$ cat src/rtl/audio_playback_controller_if.sv
// Host control, sample RAM and serializer signals
// of the audio playback controller.
interface audio_playback_controller_if #(
  parameter int WORD_LENGTH = 16,
  parameter int ADDR_WIDTH  = 10
);
  logic                   start_i;
  logic                   stop_i;
  logic                   loop_i;
  logic [ADDR_WIDTH:0]    length_i;
  logic                   mem_rd_o;
  logic [ADDR_WIDTH-1:0]  mem_addr_o;
  logic [WORD_LENGTH-1:0] mem_data_i;
  logic                   ser_enable_o;
  logic [WORD_LENGTH-1:0] ser_data_o;
  logic                   ser_done_i;
  logic                   busy_o;
  logic                   done_o;
  logic                   underrun_o;
  logic [ADDR_WIDTH-1:0]  play_index_o;

  modport master (
    input  start_i, stop_i, loop_i, length_i,
    input  mem_data_i, ser_done_i,
    output mem_rd_o, mem_addr_o,
    output ser_enable_o, ser_data_o,
    output busy_o, done_o, underrun_o, play_index_o
  );

  modport slave (
    output start_i, stop_i, loop_i, length_i,
    output mem_data_i, ser_done_i,
    input  mem_rd_o, mem_addr_o,
    input  ser_enable_o, ser_data_o,
    input  busy_o, done_o, underrun_o, play_index_o
  );
endinterface

$ cat src/rtl/audio_playback_controller.sv
// Streams sample RAM words into the PWM serializer,
// prefetching one word ahead for gapless playback.
module audio_playback_controller #(
  parameter int WORD_LENGTH = 16,
  parameter int ADDR_WIDTH  = 10
) (
  input logic clock_i,
  input logic reset_i,
  audio_playback_controller_if.master bus
);
  localparam int CW = ADDR_WIDTH + 1;
  localparam logic [CW-1:0] DEPTH = {1'b1, {ADDR_WIDTH{1'b0}}};
  localparam logic [CW-1:0] ONE = {{ADDR_WIDTH{1'b0}}, 1'b1};

  typedef enum logic [2:0] {
    IDLE, FETCH, LOAD, RUN, STALL
  } state_t;

  state_t state_q, state_d;
  logic [CW-1:0] len_q, len_d;
  logic [CW-1:0] faddr_q, faddr_d;
  logic [CW-1:0] fcnt_q, fcnt_d;
  logic loop_q, loop_d;
  logic infl_q, infl_d;
  logic [ADDR_WIDTH-1:0] rd_addr_q, rd_addr_d;
  logic [WORD_LENGTH-1:0] pend_q, pend_d;
  logic [ADDR_WIDTH-1:0] pend_addr_q, pend_addr_d;
  logic pend_full_q, pend_full_d;
  logic [WORD_LENGTH-1:0] data_q, data_d;
  logic [ADDR_WIDTH-1:0] pidx_q, pidx_d;
  logic en_q, en_d;
  logic done_q, done_d;
  logic und_q, und_d;

  logic [CW-1:0] len_clamp, faddr_nxt;
  logic due, can_fetch, issue, adv;

  always_comb begin
    len_clamp = (bus.length_i > DEPTH) ? DEPTH : bus.length_i;
    due = loop_q || (fcnt_q < len_q);
    can_fetch = due && !pend_full_q && !infl_q;
    faddr_nxt = (loop_q && faddr_q == len_q - ONE)
              ? '0 : faddr_q + ONE;
    issue = can_fetch && !bus.stop_i &&
            (state_q == RUN || state_q == STALL);
    adv = issue || (state_q == FETCH && !bus.stop_i);
  end

  always_comb begin
    state_d     = state_q;
    len_d       = len_q;
    loop_d      = loop_q;
    faddr_d     = faddr_q;
    fcnt_d      = fcnt_q;
    infl_d      = issue;
    rd_addr_d   = rd_addr_q;
    pend_d      = pend_q;
    pend_addr_d = pend_addr_q;
    pend_full_d = pend_full_q;
    data_d      = data_q;
    pidx_d      = pidx_q;
    en_d        = en_q;
    done_d      = 1'b0;
    und_d       = und_q;

    if (adv) begin
      rd_addr_d = faddr_q[ADDR_WIDTH-1:0];
      faddr_d   = faddr_nxt;
      fcnt_d    = fcnt_q + ONE;
    end

    // Prefetch data lands one cycle after its strobe.
    if (infl_q) begin
      pend_d      = bus.mem_data_i;
      pend_addr_d = rd_addr_q;
      pend_full_d = 1'b1;
    end

    unique case (state_q)
      IDLE: begin
        if (bus.start_i && !bus.stop_i && len_clamp != '0) begin
          len_d   = len_clamp;
          loop_d  = bus.loop_i;
          faddr_d = '0;
          fcnt_d  = '0;
          und_d   = 1'b0;
          state_d = FETCH;
        end
      end
      FETCH: state_d = LOAD;
      LOAD: begin
        data_d  = bus.mem_data_i;
        pidx_d  = '0;
        en_d    = 1'b1;
        state_d = RUN;
      end
      RUN: begin
        if (bus.ser_done_i) begin
          if (pend_full_q) begin
            data_d      = pend_q;
            pidx_d      = pend_addr_q;
            pend_full_d = 1'b0;
          end else if (!due && !infl_q) begin
            en_d    = 1'b0;
            done_d  = 1'b1;
            state_d = IDLE;
          end else begin
            en_d    = 1'b0;
            und_d   = 1'b1;
            state_d = STALL;
          end
        end
      end
      STALL: begin
        if (pend_full_q) begin
          data_d      = pend_q;
          pidx_d      = pend_addr_q;
          pend_full_d = 1'b0;
          en_d        = 1'b1;
          state_d     = RUN;
        end
      end
      default: state_d = IDLE;
    endcase

    // Abort overrides any swap or completion on the same edge.
    if (state_q != IDLE && bus.stop_i) begin
      state_d     = IDLE;
      en_d        = 1'b0;
      done_d      = 1'b0;
      und_d       = und_q;
      infl_d      = 1'b0;
      pend_full_d = 1'b0;
      data_d      = data_q;
      pidx_d      = pidx_q;
    end
  end

  always_ff @(posedge clock_i or posedge reset_i) begin
    if (reset_i) begin
      state_q     <= IDLE;
      len_q       <= '0;
      loop_q      <= 1'b0;
      faddr_q     <= '0;
      fcnt_q      <= '0;
      infl_q      <= 1'b0;
      rd_addr_q   <= '0;
      pend_q      <= '0;
      pend_addr_q <= '0;
      pend_full_q <= 1'b0;
      data_q      <= '0;
      pidx_q      <= '0;
      en_q        <= 1'b0;
      done_q      <= 1'b0;
      und_q       <= 1'b0;
    end else begin
      state_q     <= state_d;
      len_q       <= len_d;
      loop_q      <= loop_d;
      faddr_q     <= faddr_d;
      fcnt_q      <= fcnt_d;
      infl_q      <= infl_d;
      rd_addr_q   <= rd_addr_d;
      pend_q      <= pend_d;
      pend_addr_q <= pend_addr_d;
      pend_full_q <= pend_full_d;
      data_q      <= data_d;
      pidx_q      <= pidx_d;
      en_q        <= en_d;
      done_q      <= done_d;
      und_q       <= und_d;
    end
  end

  assign bus.mem_rd_o     = adv;
  assign bus.mem_addr_o   = faddr_q[ADDR_WIDTH-1:0];
  assign bus.ser_enable_o = en_q;
  assign bus.ser_data_o   = data_q;
  assign bus.busy_o       = (state_q != IDLE);
  assign bus.done_o       = done_q;
  assign bus.underrun_o   = und_q;
  assign bus.play_index_o = pidx_q;
endmodule

$ cat src/flat_wrapper.sv
// flat-port wrapper written by rule: the top's interface ports become plain ports
module audio_playback_controller_flat 
#(
  parameter int WORD_LENGTH = 16,
  parameter int ADDR_WIDTH  = 10
)
  (clock_i, reset_i, bus_start_i, bus_stop_i, bus_loop_i, bus_length_i, bus_mem_data_i, bus_ser_done_i, bus_mem_rd_o, bus_mem_addr_o, bus_ser_enable_o, bus_ser_data_o, bus_busy_o, bus_done_o, bus_underrun_o, bus_play_index_o);
  audio_playback_controller_if #(.WORD_LENGTH(WORD_LENGTH), .ADDR_WIDTH(ADDR_WIDTH)) bus_i ();
  input logic clock_i;
  input logic reset_i;
  input wire logic [$bits(bus_i.start_i)-1:0] bus_start_i;
  input wire logic [$bits(bus_i.stop_i)-1:0] bus_stop_i;
  input wire logic [$bits(bus_i.loop_i)-1:0] bus_loop_i;
  input wire logic [$bits(bus_i.length_i)-1:0] bus_length_i;
  input wire logic [$bits(bus_i.mem_data_i)-1:0] bus_mem_data_i;
  input wire logic [$bits(bus_i.ser_done_i)-1:0] bus_ser_done_i;
  output wire logic [$bits(bus_i.mem_rd_o)-1:0] bus_mem_rd_o;
  output wire logic [$bits(bus_i.mem_addr_o)-1:0] bus_mem_addr_o;
  output wire logic [$bits(bus_i.ser_enable_o)-1:0] bus_ser_enable_o;
  output wire logic [$bits(bus_i.ser_data_o)-1:0] bus_ser_data_o;
  output wire logic [$bits(bus_i.busy_o)-1:0] bus_busy_o;
  output wire logic [$bits(bus_i.done_o)-1:0] bus_done_o;
  output wire logic [$bits(bus_i.underrun_o)-1:0] bus_underrun_o;
  output wire logic [$bits(bus_i.play_index_o)-1:0] bus_play_index_o;
  assign bus_i.start_i = bus_start_i;
  assign bus_i.stop_i = bus_stop_i;
  assign bus_i.loop_i = bus_loop_i;
  assign bus_i.length_i = bus_length_i;
  assign bus_i.mem_data_i = bus_mem_data_i;
  assign bus_i.ser_done_i = bus_ser_done_i;
  assign bus_mem_rd_o = bus_i.mem_rd_o;
  assign bus_mem_addr_o = bus_i.mem_addr_o;
  assign bus_ser_enable_o = bus_i.ser_enable_o;
  assign bus_ser_data_o = bus_i.ser_data_o;
  assign bus_busy_o = bus_i.busy_o;
  assign bus_done_o = bus_i.done_o;
  assign bus_underrun_o = bus_i.underrun_o;
  assign bus_play_index_o = bus_i.play_index_o;
  audio_playback_controller #(.WORD_LENGTH(WORD_LENGTH), .ADDR_WIDTH(ADDR_WIDTH)) u_core (.clock_i(clock_i), .reset_i(reset_i), .bus(bus_i));
endmodule
$ cat config.mk
export PLATFORM = sky130hd
export DESIGN_NAME = audio_playback_controller_flat
export DESIGN_NICKNAME = d
export VERILOG_FILES = /design/src/rtl/audio_playback_controller_if.sv /design/src/rtl/audio_playback_controller.sv /design/src/flat_wrapper.sv
export SDC_FILE = /design/constraint.sdc
export NUM_CORES = 1
export LEC_CHECK = 0
export ABC_AREA = 0
export CAP_MARGIN = 20
export CORE_MARGIN = 2
export CORE_UTILIZATION = 40
export DETAILED_ROUTE_END_ITERATION = 16
export HOLD_SLACK_MARGIN = 0.06
export PLACE_DENSITY_LB_ADDON = 0.3
export SYNTH_ARGS = -nofsm -noshare
export SYNTH_HDL_FRONTEND = slang
export SYNTH_SLANG_ARGS = --single-unit
$ cat constraint.sdc
create_clock -name clock_i -period 7.8 [get_ports clock_i]
set_input_delay 1.17 -clock clock_i [delete_from_list [all_inputs] [get_ports clock_i]]
set_output_delay 1.17 -clock clock_i [all_outputs]
set_load 0.05 [all_outputs]
# After elaboration in Yosys (flattened, before gate mapping)
# Cells that the tools add are included.
[word_totals]
ff_bits = 104
latchBits = 0
ram_bits = 0
rom_bits = 0
in_bits = 33
output_inout_bits = 41
wordCells = 104
memories = 0
[classes]
add_sub_neg = 3
mul = 0
n_div = 0
order_cmp = 2
eq_ne = 13
shifts = 0
n_mux = 42
bitwise = 1
n_reduce_logical = 28
[op_table]
columns = ["operator", "count"]
rows = [
  ["two-way mux 11 bit", 8],
  ["one-hot mux 16 bit (3 select lines)", 1],
  ["two-way mux 16 bit", 2],
  ["one-hot mux 10 bit (3 select lines)", 1],
  ["adder 11 x 1 -> 11 bit (second input constant)", 2],
  ["two-way mux 10 bit", 2],
  ["two-way mux 1 bit", 18],
  ["two-way mux 3 bit", 6],
  ["one-hot mux 3 bit (5 select lines)", 1],
  ["equality test 11 bit", 1],
  ["greater-than comparator 11 bit (second input constant)", 1],
  ["less-than comparator 11 bit", 1],
  ["nonzero test 11 bit", 1],
  ["subtractor 11 x 1 -> 11 bit (second input constant)", 1],
  ["logical AND 1 bit", 10],
  ["AND reduction 4 bit", 2],
  ["equality test 3 x 2 -> 1 bit (second input constant)", 2],
  ["!= test 2 bit (second input constant)", 3],
  ["!= test 3 bit (second input constant)", 2],
  ["AND reduction 6 bit", 1],
  ["nonzero test 3 bit", 2],
  ["zero test 1 bit", 4],
  ["one-hot mux 1 bit (2 select lines)", 2],
  ["nonzero test 4 bit", 1],
  ["12 further kinds", 14],
]

# Longest topological paths before layout
[logic_depth]
depth_word = 10
mapped_depth = 11
mapped_depth_nobuf = 10

# Worst setup path before layout
# Ideal clock, no wire load.
[synth_path]
path_kind = "input-to-output"
startpoint = "input bus_stop_i"
endpoint = "output bus_mem_rd_o"
t_arrival_ns = 2.511
t_required_ns = 6.630
slack_ns = 4.119
stages = 6
n_path_buf = 2
path_cell_list = "clkbuf_1 or4b_2 o21ai_1 nor2_1 inv_2 buf_2"
[synth_via]
elab_chain_len = 4
elab_cells_between_ends = 5
classes_between = "reduce/logical (5)"
[synth_lines]
columns = ["element", "line", "text"]
rows = [
  ["start, declared", "flat_wrapper.sv:12", "input wire logic [$bits(bus_i.stop_i)-1:0] bus_stop_i;"],
  ["zero test 1 bit (*)", "audio_playback_controller.sv:44, audio_playback_controller.sv:46", ""],
  ["logical AND 1 bit (2 in a row)", "audio_playback_controller.sv:44", "issue = can_fetch && !bus.stop_i &&"],
  ["logical OR 1 bit (*)", "audio_playback_controller.sv:46", "adv = issue || (state_q == FETCH && !bus.stop_i);"],
  ["end, declared", "flat_wrapper.sv:17", "output wire logic [$bits(bus_i.mem_rd_o)-1:0] bus_mem_rd_o;"],
]
# Every way passes the cells marked *; elsewhere a longest branch is shown, timed or not.

# Final worst setup path
# Ends and elaborated chain as after synthesis.

==> results.tsv <==
metric	value	unit
Final Critical Period	5570	ps
Worst EP arrival	4400	ps
max-slew violation count	0	
max_cap viols	0	
fin area	6350	µm²
H-tree depth	3	
pin count of the biggest net entering global routing	76	
required time of the worst setup path	6630	ps
Net Sw Power	0.000674	W
worst clock skew	8.58	ps
syn_area_per_cell	10.3	µm²
final setup fails	0	
area leader, netlist	dfrtp_1	
r2r setup slk	4770	ps
First DRT Iteration DRCs	295	
status	finished, final reports clean	
initial antenna violation count	0	
clock sinks	104	
share of cells above drive strength 1	10.8	%
# IOs	74	
#FFs+latches synth	104	
drt total wl	11.0	mm
Synth Cell Area	5210	µm²
Cell Area, Placed	6050	µm²
Placeable Area	12700	µm²
postcts setup bufs	0	
Worst Max-Slew Pin Slew	922	ps
chip height	118	µm
most numerous cell in the Yosys netlist	dfrtp_1	
Crit-path slowest cell	clkdlybuf4s50_1	
CP max stage delay	880	ps
nets	606	
GR Util All Layers	16.5	%
Clock Tree Buf Depth	2	
Starting Density	41.1	%
fmax	179	MHz
register area share after synthesis	49.9	%
first-pass GRT wire length	18.7	mm
proportion of netlist area held by the largest area contributor	49.9	%
Pre-antenna DRT Iters	5	
die area	14000	µm²
sequential share of power	41.4	%
latest clock arrival within the worst-skew pair	350	ps
post-synthesis simple-gate area fraction	16.0	%
cells after synthesis	506	
global route overflow	0	
Area contributors post-synth	dfrtp_1, mux2_2, nand2_1	
Setup TNS Final	0	ps
RSZ-0062 raised after global routing	no	
most common flop cell mapped by yosys	dfrtp_1	
CTS buffer count	9	
Reg clk slew, reported paths	70	ps
most used cell, CP	clkdlybuf4s50_1	
PortBufs	73	
clock share of power	25.3	%
yosys warns	0	
post-synth net total	552	
Worst slew margin	38.5	%
synth unique cells	50	
routed vias	3818	
worst-path cell chain	clkdlybuf4s50_1 > or4_4 > a211oi_2 > nor2_1 > buf_4 > inv_2 > clkdlybuf4s50_1	
Layout fillers	1169	
row count	41	
Antenna diodes	0	
vias in the first global route	3759	
Adder-Cell Fraction of Synth Area	3.12	%
ANT nets after route	0	
IR drop worst, VDD	0.000108	V
RD Place Congestion	0.853	
Fin. Hold Viols	0	
XOR/XNOR Fraction of Synth Area	4.71	%
Vias/cell	5.18	
crit start category	input pin	
post-cts gate resize count	0	
cts hold-fix bufs	0	
Sw Share	36.9	%
DRC Markers	0	
Tcrit/Tclk final	71.4	%
Pleak	2.93	nW
chip width	118	µm
worst hold-check path type	reg2reg	
Pint	0.00115	W
DP Wirelength	7.81	mm
Layout area overhead	21.9	%
Routed wire per std cell	14.9	µm
crit path kind	in2out	
Comb power frac	33.3	%
CP Capture Type	primary output	
CTS tree	built	
list of most frequent post-synthesis cells	dfrtp_1, nand2_1, o21ai_0	
mux share of post-synthesis cell area	9.27	%
largest family of logic cells by synthesized area	simple AND/OR/NAND/NOR gates	
EDFF count, synth	0	
Crit Path Max Fanout	22	
PD cells	288	nW/µm²
root buffer cell	clkbuf_16	
Synth Area in Compound Gates	12.1	%
Post-synth ARST share	100	%
-- worst paths after layout --
| kind | startpoint | endpoint | cells after the start |
|---|---|---|---|
| max | bus_stop_i | bus_mem_rd_o | 7 |
| min | u_core.rd_addr_q[7] | u_core.rd_addr_q[7] | 2 |
| max reg2reg | u_core.state_q[0] | u_core.fcnt_q[3] | 9 |
| min reg2reg | u_core.rd_addr_q[7] | u_core.rd_addr_q[7] | 2 |
| max in group asynchronous | reset_i | u_core.bus.ser_data_o[0] | 3 |
| min in group asynchronous | reset_i | u_core.bus.done_o | 2 |
-- per-stage QoR --
step           setup slack, ps  power (W)  instances  util, %  hold slack [ps]
4_1_cts                   2240    0.00185        737     50.1              474
2_1_floorplan             3900    0.00119        506        -              433
6_report                  2230    0.00183        737     50.1              468
3_5_place_dp              2240    0.00138        721     47.7              455
5_1_grt                   2080    0.00194        737     50.1              500
3_3_place_gp              2290    0.00136        719     47.4              455
-- cell families (layout without fill, tap and decap cells) --
group	count (synthesis)	in the layout
mux	45	45
simple gates	165	165
xor+xnor	28	28
compound gates	98	98
flops	104	104
buf+inv	53	112
fa+ha+maj	13	13
-- area by class of cell --
type	instances	area, µm²	area share, %
Inverter	16	62.6	0.985
Timing Repair Buffer	80	811	12.8
Clock inverter	7	78.8	1.24
Tap cell	172	215	3.39
Sequential cell	104	2600	41.0
Clock buffer	9	225	3.54
Multi-Input combinational cell	349	2360	37.1
-- power by group through the flow --
stage	Clock (W)	Combinational, W	Sequential [W]
2_1_floorplan	0	0.000297	0.000889
3_3_place_gp	0	0.000594	0.000761
3_5_place_dp	0	0.000611	0.000767
4_1_cts	0.000475	0.000616	0.000757
5_1_grt	0.000499	0.000661	0.000776
6_report	0.000463	0.000608	0.000757
-- placed cells by master (no fill, tap or decap), drive strengths merged, types with 3 or more instances in the layout --
cell	Yosys	final
nand4b	4	4
clkdlybuf4s50	0	73
o2111ai	7	7
nand4	6	6
nand3	16	16
nor3	7	7
clkbuf	15	9
inv	16	19
nand3b	11	11
a21oi	20	20
nor2	27	27
or3	3	3
xnor2	10	10
dfrtp	104	104
nor3b	3	3
a22o	10	10
mux2i	19	19
and3	10	10
mux2	26	26
nor4	3	3
o21bai	3	3
xor2	18	18
o21ai	45	45
nand2	66	66
buf	22	7
ha	13	13
-- critical path, delay by kind of cell --
family / cells / cell delay [ps]
AOI/OAI and AO/OA: 1 / 540
and+or+nand+nor: 2 / 680
buffers and inverters: 4 / 1990
-- flip-flops by register name, indices dropped and copies added (netlist names) --
signal,flops
u_core.pend_q,16
u_core.bus.play_index_o,10
u_core.state_q,3
u_core.pend_addr_q,10
u_core.infl_q,1
u_core.bus.done_o,1
u_core.bus.underrun_o,1
u_core.loop_q,1
u_core.bus.ser_data_o,16
u_core.faddr_q,11
u_core.rd_addr_q,10
u_core.bus.ser_enable_o,1
u_core.len_q,11
u_core.fcnt_q,11
u_core.pend_full_q,1
-- per-layer routing --
metal | wire [µm] | global-route usage [%]
met2 | 4930 | 25.1
met5 | 0 | 0
met4 | 196 | 5.12
met3 | 583 | 4.34
met1 | 5250 | 23.1
(Power assumes the default switching activity.)
